[src/rtl/weight_fifo_sched.sv]
// Weight FIFO bank sequencer: round-robin LOAD of a serial weight stream into
// N lanes, then a skewed DRAIN so weights enter the PE array diagonally.
module weight_fifo_sched #(
  parameter int N    = 16,
  parameter int W    = 8,
  parameter int ROWS = 16
) (
  input  logic         clk,
  input  logic         reset,
  input  logic         load_start,
  input  logic         in_valid,
  output logic         in_ready,
  input  logic [W-1:0] in_data,
  input  logic         drain_start,
  input  logic         drain_en,
  input  logic [N-1:0] empty,
  input  logic [N-1:0] full,
  output logic [N-1:0] wr,
  output logic [N-1:0] rd,
  output logic [W-1:0] data_out,
  output logic         loaded,
  output logic         busy,
  output logic         done,
  output logic         err
);

  localparam int LW = (N > 1) ? $clog2(N) : 1;
  localparam int RW = $clog2(ROWS + 1);
  localparam int CW = $clog2(ROWS + N);

  typedef enum logic [1:0] {IDLE, LOAD, LOADED, DRAIN} state_t;

  state_t        state;
  logic [LW-1:0] lane;
  logic [RW-1:0] row;
  logic [CW-1:0] c;
  logic          accept;
  logic          underflow;
  logic [N-1:0]  sched;

  always_comb begin
    in_ready = (state == LOAD) && !full[lane];
    accept   = in_valid && in_ready;
    wr       = accept ? (N'(1) << lane) : '0;
    data_out = (state == LOAD) ? in_data : '0;
    // Lane i is scheduled for the ROWS enabled cycles starting at c == i.
    for (int i = 0; i < N; i++) begin
      sched[i] = (int'(c) >= i) && (int'(c) < i + ROWS);
    end
    rd        = (state == DRAIN && drain_en) ? (sched & ~empty) : '0;
    underflow = (state == DRAIN) && drain_en && |(sched & empty);
  end

  assign loaded = (state == LOADED);
  assign busy   = (state == LOAD) || (state == DRAIN);

  always_ff @(posedge clk) begin
    if (reset) begin
      state <= IDLE;
      lane  <= '0;
      row   <= '0;
      c     <= '0;
      done  <= 1'b0;
      err   <= 1'b0;
    end else begin
      done <= 1'b0;
      case (state)
        IDLE: begin
          if (drain_start) err <= 1'b1;
          if (load_start) begin
            state <= LOAD;
            lane  <= '0;
            row   <= '0;
          end
        end
        LOAD: begin
          if (drain_start) err <= 1'b1;
          if (accept) begin
            if (lane == LW'(N - 1)) begin
              lane <= '0;
              if (row == RW'(ROWS - 1)) begin
                row   <= '0;
                state <= LOADED;
              end else begin
                row <= row + 1'b1;
              end
            end else begin
              lane <= lane + 1'b1;
            end
          end
        end
        LOADED: begin
          if (load_start) err <= 1'b1;
          if (drain_start) begin
            state <= DRAIN;
            c     <= '0;
          end
        end
        DRAIN: begin
          if (load_start || underflow) err <= 1'b1;
          // A suppressed underflow read still consumes its schedule slot.
          if (drain_en) begin
            if (c == CW'(ROWS + N - 2)) begin
              c     <= '0;
              state <= IDLE;
              done  <= 1'b1;
            end else begin
              c <= c + 1'b1;
            end
          end
        end
        default: state <= IDLE;
      endcase
    end
  end

endmodule

[config.mk]
export PLATFORM = sky130hd
export DESIGN_NAME = weight_fifo_sched
export DESIGN_NICKNAME = d
export VERILOG_FILES = /design/src/rtl/weight_fifo_sched.sv
export SDC_FILE = /design/constraint.sdc
export NUM_CORES = 1
export LEC_CHECK = 0
export CAP_MARGIN = 10
export CELL_PAD_IN_SITES_DETAIL_PLACEMENT = 1
export CELL_PAD_IN_SITES_GLOBAL_PLACEMENT = 1
export CORE_MARGIN = 2
export CORE_UTILIZATION = 27
export CTS_CLUSTER_DIAMETER = 100
export DETAILED_ROUTE_END_ITERATION = 12
export GPL_ROUTABILITY_DRIVEN = 0
export PLACE_DENSITY = 0.84
export SYNTH_ARGS = -nofsm -noshare
export SYNTH_HDL_FRONTEND = slang
export SYNTH_SLANG_ARGS = --single-unit
[constraint.sdc]
create_clock -name clk -period 2.4 [get_ports clk]
set_input_delay 0.36 -clock clk [delete_from_list [all_inputs] [get_ports clk]]
set_output_delay 0.36 -clock clk [all_outputs]
set_load 0.05 [all_outputs]
# Yosys cells after proc, flatten, opt, wreduce, memory -nomap -nowiden

Cells that the tools add are included.

Add/subtract/negate cells: 3
$lt $le $gt $ge: 32
Equal/unequal tests: 16
Shift-type cells: 1
Mux-type cells: 31
Bitwise operators: 5
Reduce and logical (&&, ||, !) cells: 33

Operators by type and width:

| operator             | count |
|---|---|
| $lt 5x5->1 const B   | 16 |
| $ge 5x4->1 const B   | 8 |
| $mux 5               | 7 |
| $and 16x16->16       | 2 |
| $mux 16              | 2 |
| $ge 5x3->1 const B   | 4 |
| $pmux 5 s2           | 2 |
| $logic_and 1x1->1    | 19 |
| $not 16->16          | 1 |
| $reduce_or 16->1     | 1 |
| $shl 1x4->16 const A | 1 |
| $mux 2               | 7 |
| $mux 4               | 3 |
| $add 5x1->5 const B  | 2 |
| $ge 5x2->1 const B   | 2 |
| $ne 2x1->1 const B   | 5 |
| $ne 2x2->1 const B   | 5 |
| $reduce_and 3->1     | 3 |
| $mux 8               | 1 |
| $pmux 2 s4           | 1 |
| $pmux 4 s2           | 1 |
| $reduce_and 7->1     | 1 |
| $eq 5x4->1 const B   | 1 |
| $eq 5x5->1 const B   | 1 |
| other kinds (17)     | 25 |

Flip-flop bits (word level): 18
Input port bits: 46
Output and inout bits: 45
Word-level logic and storage cells: 127

# Longest topological paths before layout

Gate-level depths: netlist of run 1.

Depth after elaboration: 8
Gate-level depth with buffers: 9
Depth with buffers taken out: 7

# Worst setup path after synthesis of run 1

Ideal clock, no wire load.

Kind: register to output
Start: register c[3]
End: output rd[6]
Arrival time: 3.536 ns
Data required time: 2.040 ns
Setup slack: -1.496 ns
Cell stages (with the launch flop): 6
Buffers on the path: 1
Cells stage by stage: dfxtp_1 -> inv_1 -> ha_1 -> clkbuf_1 -> and3_1 -> a2111oi_0

Longest elaborated chain between the ends: 4
Elaborated cells on any way between the ends: 5
Those cells by class: 2 x order compare; 1 x mux; 1 x bitwise; 1 x reduce/logical

Ends and longest elaborated chain:

| item                                            | RTL line | source |
|---|---|---|
| from (decl)                                     | 36       | `logic [CW-1:0] c;` |
| from (signal assigned)                          | 108      | `c <= c + 1'b1;` |
| $ge 5x3->1 / $lt 5x5->1 (equally long branches) | 48       | `sched[i] = (int'(c) >= i) && (int'(c) < i + ROWS);` |
| $logic_and 1x1->1 *                             | 48       |  |
| $and 16x16->16 *                                | 50       | `rd = (state == DRAIN && drain_en) ? (sched & ~empty) : '0;` |
| $mux 16 *                                       | 50       |  |
| to (decl)                                       | 19       | `output logic [N-1:0] rd,` |

Every way passes the cells marked *; elsewhere a longest branch is shown, timed or not.

# Worst setup path after layout of run 1

Start: input full[3]
End: output wr[4]

Longest elaborated chain between the ends: 6

Ends and longest elaborated chain:

| item                         | RTL line | source |
|---|---|---|
| from (decl)                  | 17       | `input logic [N-1:0] full,` |
| $bmux 1 s4                   | 42       | `in_ready = (state == LOAD) && !full[lane];` |
| $mux 1 (implied by the code) | 42       |  |
| $logic_not 1->1              | 42       |  |
| $logic_and 1x1->1            | 42       |  |
| $logic_and 1x1->1            | 43       | `accept = in_valid && in_ready;` |
| $mux 16                      | 44       | `wr = accept ? (N'(1) << lane) : '0;` |
| to (decl)                    | 18       | `output logic [N-1:0] wr,` |

No other way between the ends. The select of a mux whose other input is x is not followed.

==> reports/qor.csv, run 1 <==
metric,value,unit
critPathCaptureType,primary output,
io_pins,91,
antenna_left,0,
synth_top_area_share,16.9,%
p_switching,0.768,mW
grt_antenna_before_repair,0,
p_int,0.806,mW
seqPwrFrac,21.2,%
rows,32,
insertion_delay,0.26,ns
clock_skew,0.00459,ns
grt_pass1_wl,15500,µm
synth_cell_types,62,
routedWlPerCell,21.3,µm
critPathKind,in -> out,
vdd_drop_max,0.379,mV
drt_iter0_drc,139,
clock.fmax,419,MHz
leakage,1.62,nW
dp_slack,-0.216,ns
mostFrequentLayoutCells,"48 x buf_4, 40 x clkdlybuf4s50_1, 33 x buf_12, 23 x nand2_1, 19 x nor2_1",
first_pass_iters,5,
period_share,99.4,%
synth_ff_type,dfxtp_1,
p_clk_share,13.9,%
drv_cap,0,
slew_viol_final,0,
diodes,0,
combPwrFrac,64.9,%
finalHoldViolations,0,
synthArstFlopShare,0,%
netSwitchingFraction,48.8,%
start_util,27.8,%
viasPerCell,5.82,
status,"complete, no violations",
cts_root_buf,clkbuf_8,
layout_commonest_cell,buf_4,
mappedNetlistNets,349,
synth.area.top_cells,"dfxtp_1 17%, ha_1 11%, and3_1 5.3%, nand2_1 4.0%, nor2_1 3.7%",
ys_warn_count,0,
h-tree-depth,1,
dieArea,8650,µm²
final_core_util,52.6,%
drc,0,
yosys.area.top_type,dfxtp_1,
slew_headroom,56.0,%
via_count,2924,
worstPathArrival,2.03,ns
fin_ws,0.0145,ns
yosysSeqAreaShare,16.9,%
drt-total-wl,10700,µm
grt_setup_unrepaired,yes,
cp.required,2.04,ns
dp_cells,496,
synth.avg_cell_area,7.50,µm²
tritoncts,done,
final_net_count,466,
hpwlAfterDp,7170,µm
startpoint_type,input pin,
cts.sinks,18,
final_cell_count_no_fill,502,
core_area,7690,µm²
grt_usage,22.0,%
power,1.57,mW
synth_seq_cells,18,
syn_inst,285,
gr-total-overflow,0,
clk_pin_slew,0.07,ns
drive_above_1_share,35.5,%
synth_area,2140,µm²
cp_max_fo,9,
dieWidth,93.0,µm
powerDensity,389,nW/µm²
syn_to_final_growth,89.1,%
grt_max_degree,21,
io_buffers,90,
synth-edff-count,0,
grt_pass1_vias,2985,
worst_slew_pin_slew,0.655,ns
fin_tns_setup,0,ns
fin_crit,2.39,ns
setup_viol,0,
cts_buffers,3,
die_y,93.0,µm
hp-class,reg -> reg,
clk_path_buf_depth,2,
-- critical path, stage by stage --
cell and delay, ns:
clkdlybuf4s50_1 0.41, mux4_2 0.51, nor2_4 0.13, o211a_4 0.22, and3_1 0.24, buf_12 0.15
-- logic make-up (layout without fill, tap and decap cells) --
kind of cell | after synthesis | count (layout) | synth area share, %
simple gates | 136 | 136 | 35.2
compound gates | 69 | 69 | 23.5
buf+inv | 33 | 148 | 6.26
fa+ha+maj | 18 | 18 | 10.5
flops | 18 | 18 | 16.9
mux | 11 | 11 | 7.66
-- state kept, by name, indices dropped and copies added (netlist names) --
name   count
done       1
err        1
row        5
lane       4
state      2
c          5
-- layer usage --
metal  GRT usage [%]  up-vias  share of wire (%)
met5               0        -                  0
met4            6.25        0                3.6
met3            1.85       34                4.8
met2            41.0      138                 52
met1            26.9     1446                 40
li1                -     1306                  -
-- layout make-up --
| cell class | instances | area, µm² |
|---|---|---|
| repair buffers | 129 | 1520 |
| flip-flops and latches | 18 | 377 |
| clock buffers | 3 | 41.3 |
| inverters | 16 | 60.1 |
| fillers | 898 | 3640 |
| multi-input cells | 234 | 1920 |
| well taps | 102 | 128 |
-- synth_stat cells, types with 2 or more instances --
library cell,number
nand2_1,23
nor2_1,21
and3_1,18
dfxtp_1,18
ha_1,18
clkbuf_1,14
inv_1,14
a21oi_1,13
and2_1,12
nor3_1,11
o21ai_0,9
nand3_1,8
nor3b_1,8
nand4_1,7
nor2b_1,7
nand2b_1,5
a2111oi_0,4
a221oi_1,4
a31oi_1,4
mux2i_1,4
o211ai_1,4
or4_1,4
a2bb2oi_1,3
mux4_2,3
o21ai_1,3
o31ai_1,3
a311oi_1,2
buf_2,2
mux2_2,2
nand4b_1,2
o21a_1,2
or3_1,2
or3b_1,2
-- timing repair --
item / in CTS / in global routing
gates resized for setup: 24 / 33
hold buffers: 0 / 0
buffers inserted: 0 / 3
gates cloned: 0 / 0
pin swaps: 2 / 4
setup endpoints to repair: 29 / 28
-- power by group through the flow --
stage / combinational (mW) / sequential (mW) / clock (mW)
after global placement: 0.915 / 0.340 / 0
after CTS: 0.986 / 0.335 / 0.224
after floorplan: 0.575 / 0.355 / 0
after global routing: 1.08 / 0.337 / 0.235
after detailed placement: 0.959 / 0.343 / 0
final: 1.02 / 0.334 / 0.219
-- path summary, 6_finish.rpt --
path | start | to | slack, ns | depth (start not counted)
worst max-delay path | full[3] | wr[4] | 0.01 | 6
worst min-delay path | row[4] | row[4] | 0.46 | 2
worst max register to register | c[1] | err | 0.05 | 7
worst min register to register | row[4] | row[4] | 0.46 | 2
-- through the flow --
step           hold slack, ns  cell area, µm²
6_report                0.460            4040
5_1_grt                 0.477            4040
4_1_cts                 0.461            3910
3_5_place_dp            0.450            3770
3_3_place_gp            0.435            3770
2_1_floorplan           0.422            2230
Power figures use the tool's default switching activity.
==> run 2, diff against run 1 <==
Settings changed: TNS_END_PERCENT set to 10.
==> reports/qor.csv, run 2 (synthesis gave the netlist of run 1 again) <==
metric,value,unit,change
postCtsSetupBuffers,0,,unchanged
rows,32,,unchanged
syn_to_final_growth,86.8,%,was 89.1%
clk_pin_slew,0.06,ns,was 0.07 ns
clk_path_buf_depth,2,,unchanged
power,1.56,mW,was 1.57 mW
nFillCells,880,,was 898
reg2reg_to,err,,unchanged
place_area,3690,µm²,was 3770 µm²
worstSetupEndpoint,rd[6],,was wr[4]
powerDensity,390,nW/µm²,was 389 nW/µm²
diodes,0,,unchanged
dp_cells,496,,unchanged
startpoint_type,register,,was input pin
dieArea,8650,µm²,unchanged
final_cell_count_no_fill,499,,was 502
tritoncts,done,,unchanged
fin_crit,2.40,ns,was 2.39 ns
mostFrequentLayoutCells,"45 x buf_4, 39 x clkdlybuf4s50_1, 33 x buf_12, 22 x nand2_1, 19 x nor2_1",,"was 48 x buf_4, 40 x clkdlybuf4s50_1, 33 x buf_12, 23 x nand2_1, 19 x nor2_1"
cts_buffers,3,,unchanged
grt_setup_unrepaired,yes,,unchanged
routedWlPerCell,19.3,µm,was 21.3 µm
start_util,27.8,%,unchanged
final_net_count,463,,was 466
insertion_delay,0.25,ns,was 0.26 ns
core_area,7690,µm²,unchanged
clock_skew,0.00554,ns,was 0.00459 ns
finalHoldViolations,0,,unchanged
grt_antenna_before_repair,0,,unchanged
drv_cap,0,,unchanged
reg_top3,"c (5), row (5), lane (4)",,unchanged
reg2reg_from,c[0],,was c[1]
fin_tns_setup,0,ns,unchanged
antenna_left,0,,unchanged
period_share,99.9,%,was 99.4%
crit_chain,ha_1 > inv_1 > nand3_2 > a2111oi_4 > buf_12,,was clkdlybuf4s50_1 > mux4_2 > nor2_4 > o211a_4 > and3_1 > buf_12
final_core_util,52.0,%,was 52.6%
die_y,93.0,µm,unchanged
drt-total-wl,9630,µm,was 10700 µm
cp_slowest_cell,a2111oi_4,,was mux4_2
gr-total-overflow,0,,unchanged
drive_above_1_share,34.8,%,was 35.5%
rr_worst_depth,6,,was 7
cp.required,2.04,ns,about the same
grt_max_degree,15,,was 21
cp-startpoint,c[3],,was full[3]
leakage,1.59,nW,was 1.62 nW
slew_headroom,65.6,%,was 56.0%
grt_usage,21.6,%,was 22.0%
hold_buffers,0,,unchanged
drc,0,,unchanged
dieWidth,93.0,µm,unchanged
cts_root_buf,clkbuf_8,,unchanged
setup_viol,0,,unchanged
h-tree-depth,1,,unchanged
slew_viol_final,0,,unchanged
ff2ff_setup_slack,0.14,ns,was 0.05 ns
grt_pass1_vias,3018,,was 2985
clock.fmax,417,MHz,was 419 MHz
cp_max_fo,6,,was 9
status,"complete, no violations",,unchanged
drt_iter0_drc,98,,was 139
multi_input_area,1890,µm²,was 1920 µm²
hpwlAfterDp,7550,µm,was 7170 µm
viasPerCell,5.43,,was 5.82
cts.sinks,18,,unchanged
critPathCaptureType,primary output,,unchanged
cp_slowest_stage_delay,0.47,ns,was 0.51 ns
critPathKind,reg -> out,,was in -> out
finalInstanceArea,4000,µm²,was 4040 µm²
layout_commonest_cell,buf_4,,unchanged
hp-class,reg -> reg,,unchanged
worst_slew_pin_slew,0.515,ns,was 0.655 ns
io_pins,91,,unchanged
via_count,2711,,was 2924
first_pass_iters,4,,was 5
io_buffers,90,,unchanged
vdd_drop_max,0.374,mV,was 0.379 mV
regArea,377,µm²,unchanged
grt_pass1_wl,15300,µm,was 15500 µm
worstPathArrival,2.04,ns,was 2.03 ns
-- run 2: cell types whose count changed in the layout (fill, tap and decap cells not counted), moves of 2 or more --
| cell | delta |
|---|---|
| inv_2 | -4 |
| nor3b_4 | -2 |
| and3_1 | -5 |
| buf_4 | -3 |
| nor3b_2 | +2 |
| ha_2 | +2 |
| and3_4 | +5 |
| inv_1 | +4 |
| nor3_1 | +3 |
| nor3_2 | -3 |
-- run 2: area by class of cell --
type	instances	share of cell area, %
Multi-Input combinational cell	234	47.3
Timing Repair Buffer	126	37.6
Sequential cell	18	9.43
Tap cell	102	3.19
Inverter	16	1.50
Clock buffer	3	1.03
-- run 2: repair_timing --
item                                    in CTS  in global routing
gates resized for setup                     16                 46
gates cloned                                 0                  0
pin swaps                                    1                  1
endpoints found under the setup margin      24                 35
-- run 2: worst min path at each step --
| stage | startpoint | endpoint | slack, ns | depth (start not counted) |
|---|---|---|---|---|
| final | row[4] | row[4] | 0.47 | 2 |
| after detailed placement | row[4] | row[4] | 0.47 | 2 |
| after global placement | row[4] | row[4] | 0.43 | 2 |
| after floorplan | row[4] | row[4] | 0.42 | 2 |
| after global routing | row[4] | row[4] | 0.50 | 2 |
| after CTS | row[4] | row[4] | 0.47 | 2 |
-- run 2: critical path, delay by kind of cell (launching register included) --
| family | cells | cell delay (ns) |
|---|---|---|
| flip-flops | 1 | 0.35 |
| AO/OA/AOI/OAI | 1 | 0.47 |
| AND/OR/NAND/NOR | 1 | 0.27 |
| adder cells (fa/ha/maj) | 1 | 0.28 |
| buffers and inverters | 2 | 0.41 |
-- run 2: power breakdown --
part           total, mW  internal [mW]  switching [mW]
clock              0.207          0.111          0.0957
sequential         0.335          0.315          0.0199
combinational       1.02          0.397           0.620
total               1.56          0.823           0.736
-- run 2: layer usage --
layer	part of all wire [%]	routed length, µm	vias to the layer above	global-route usage [%]
li1	-	-	1304	-
met1	41	3990	1336	26.4
met2	54	5190	61	40.1
met3	3.2	307	10	2.10
met4	1.5	142	0	5.88
met5	0	0	-	0
-- run 2: through the flow --
| stage | setup WS, ns | hold slack, ns |
|---|---|---|
| final | 0.00213 | 0.466 |
| after global routing | -0.0638 | 0.502 |
| after CTS | -0.0446 | 0.474 |
| after detailed placement | -0.131 | 0.465 |
| after global placement | -0.0180 | 0.432 |
| after floorplan | -0.465 | 0.422 |
==> run 3, diff against run 2 <==
Settings changed: TNS_END_PERCENT 10 to 100.
==> results of run 3 <==
Same layout as run 1: the final DEF is identical, and so are final timing and power.
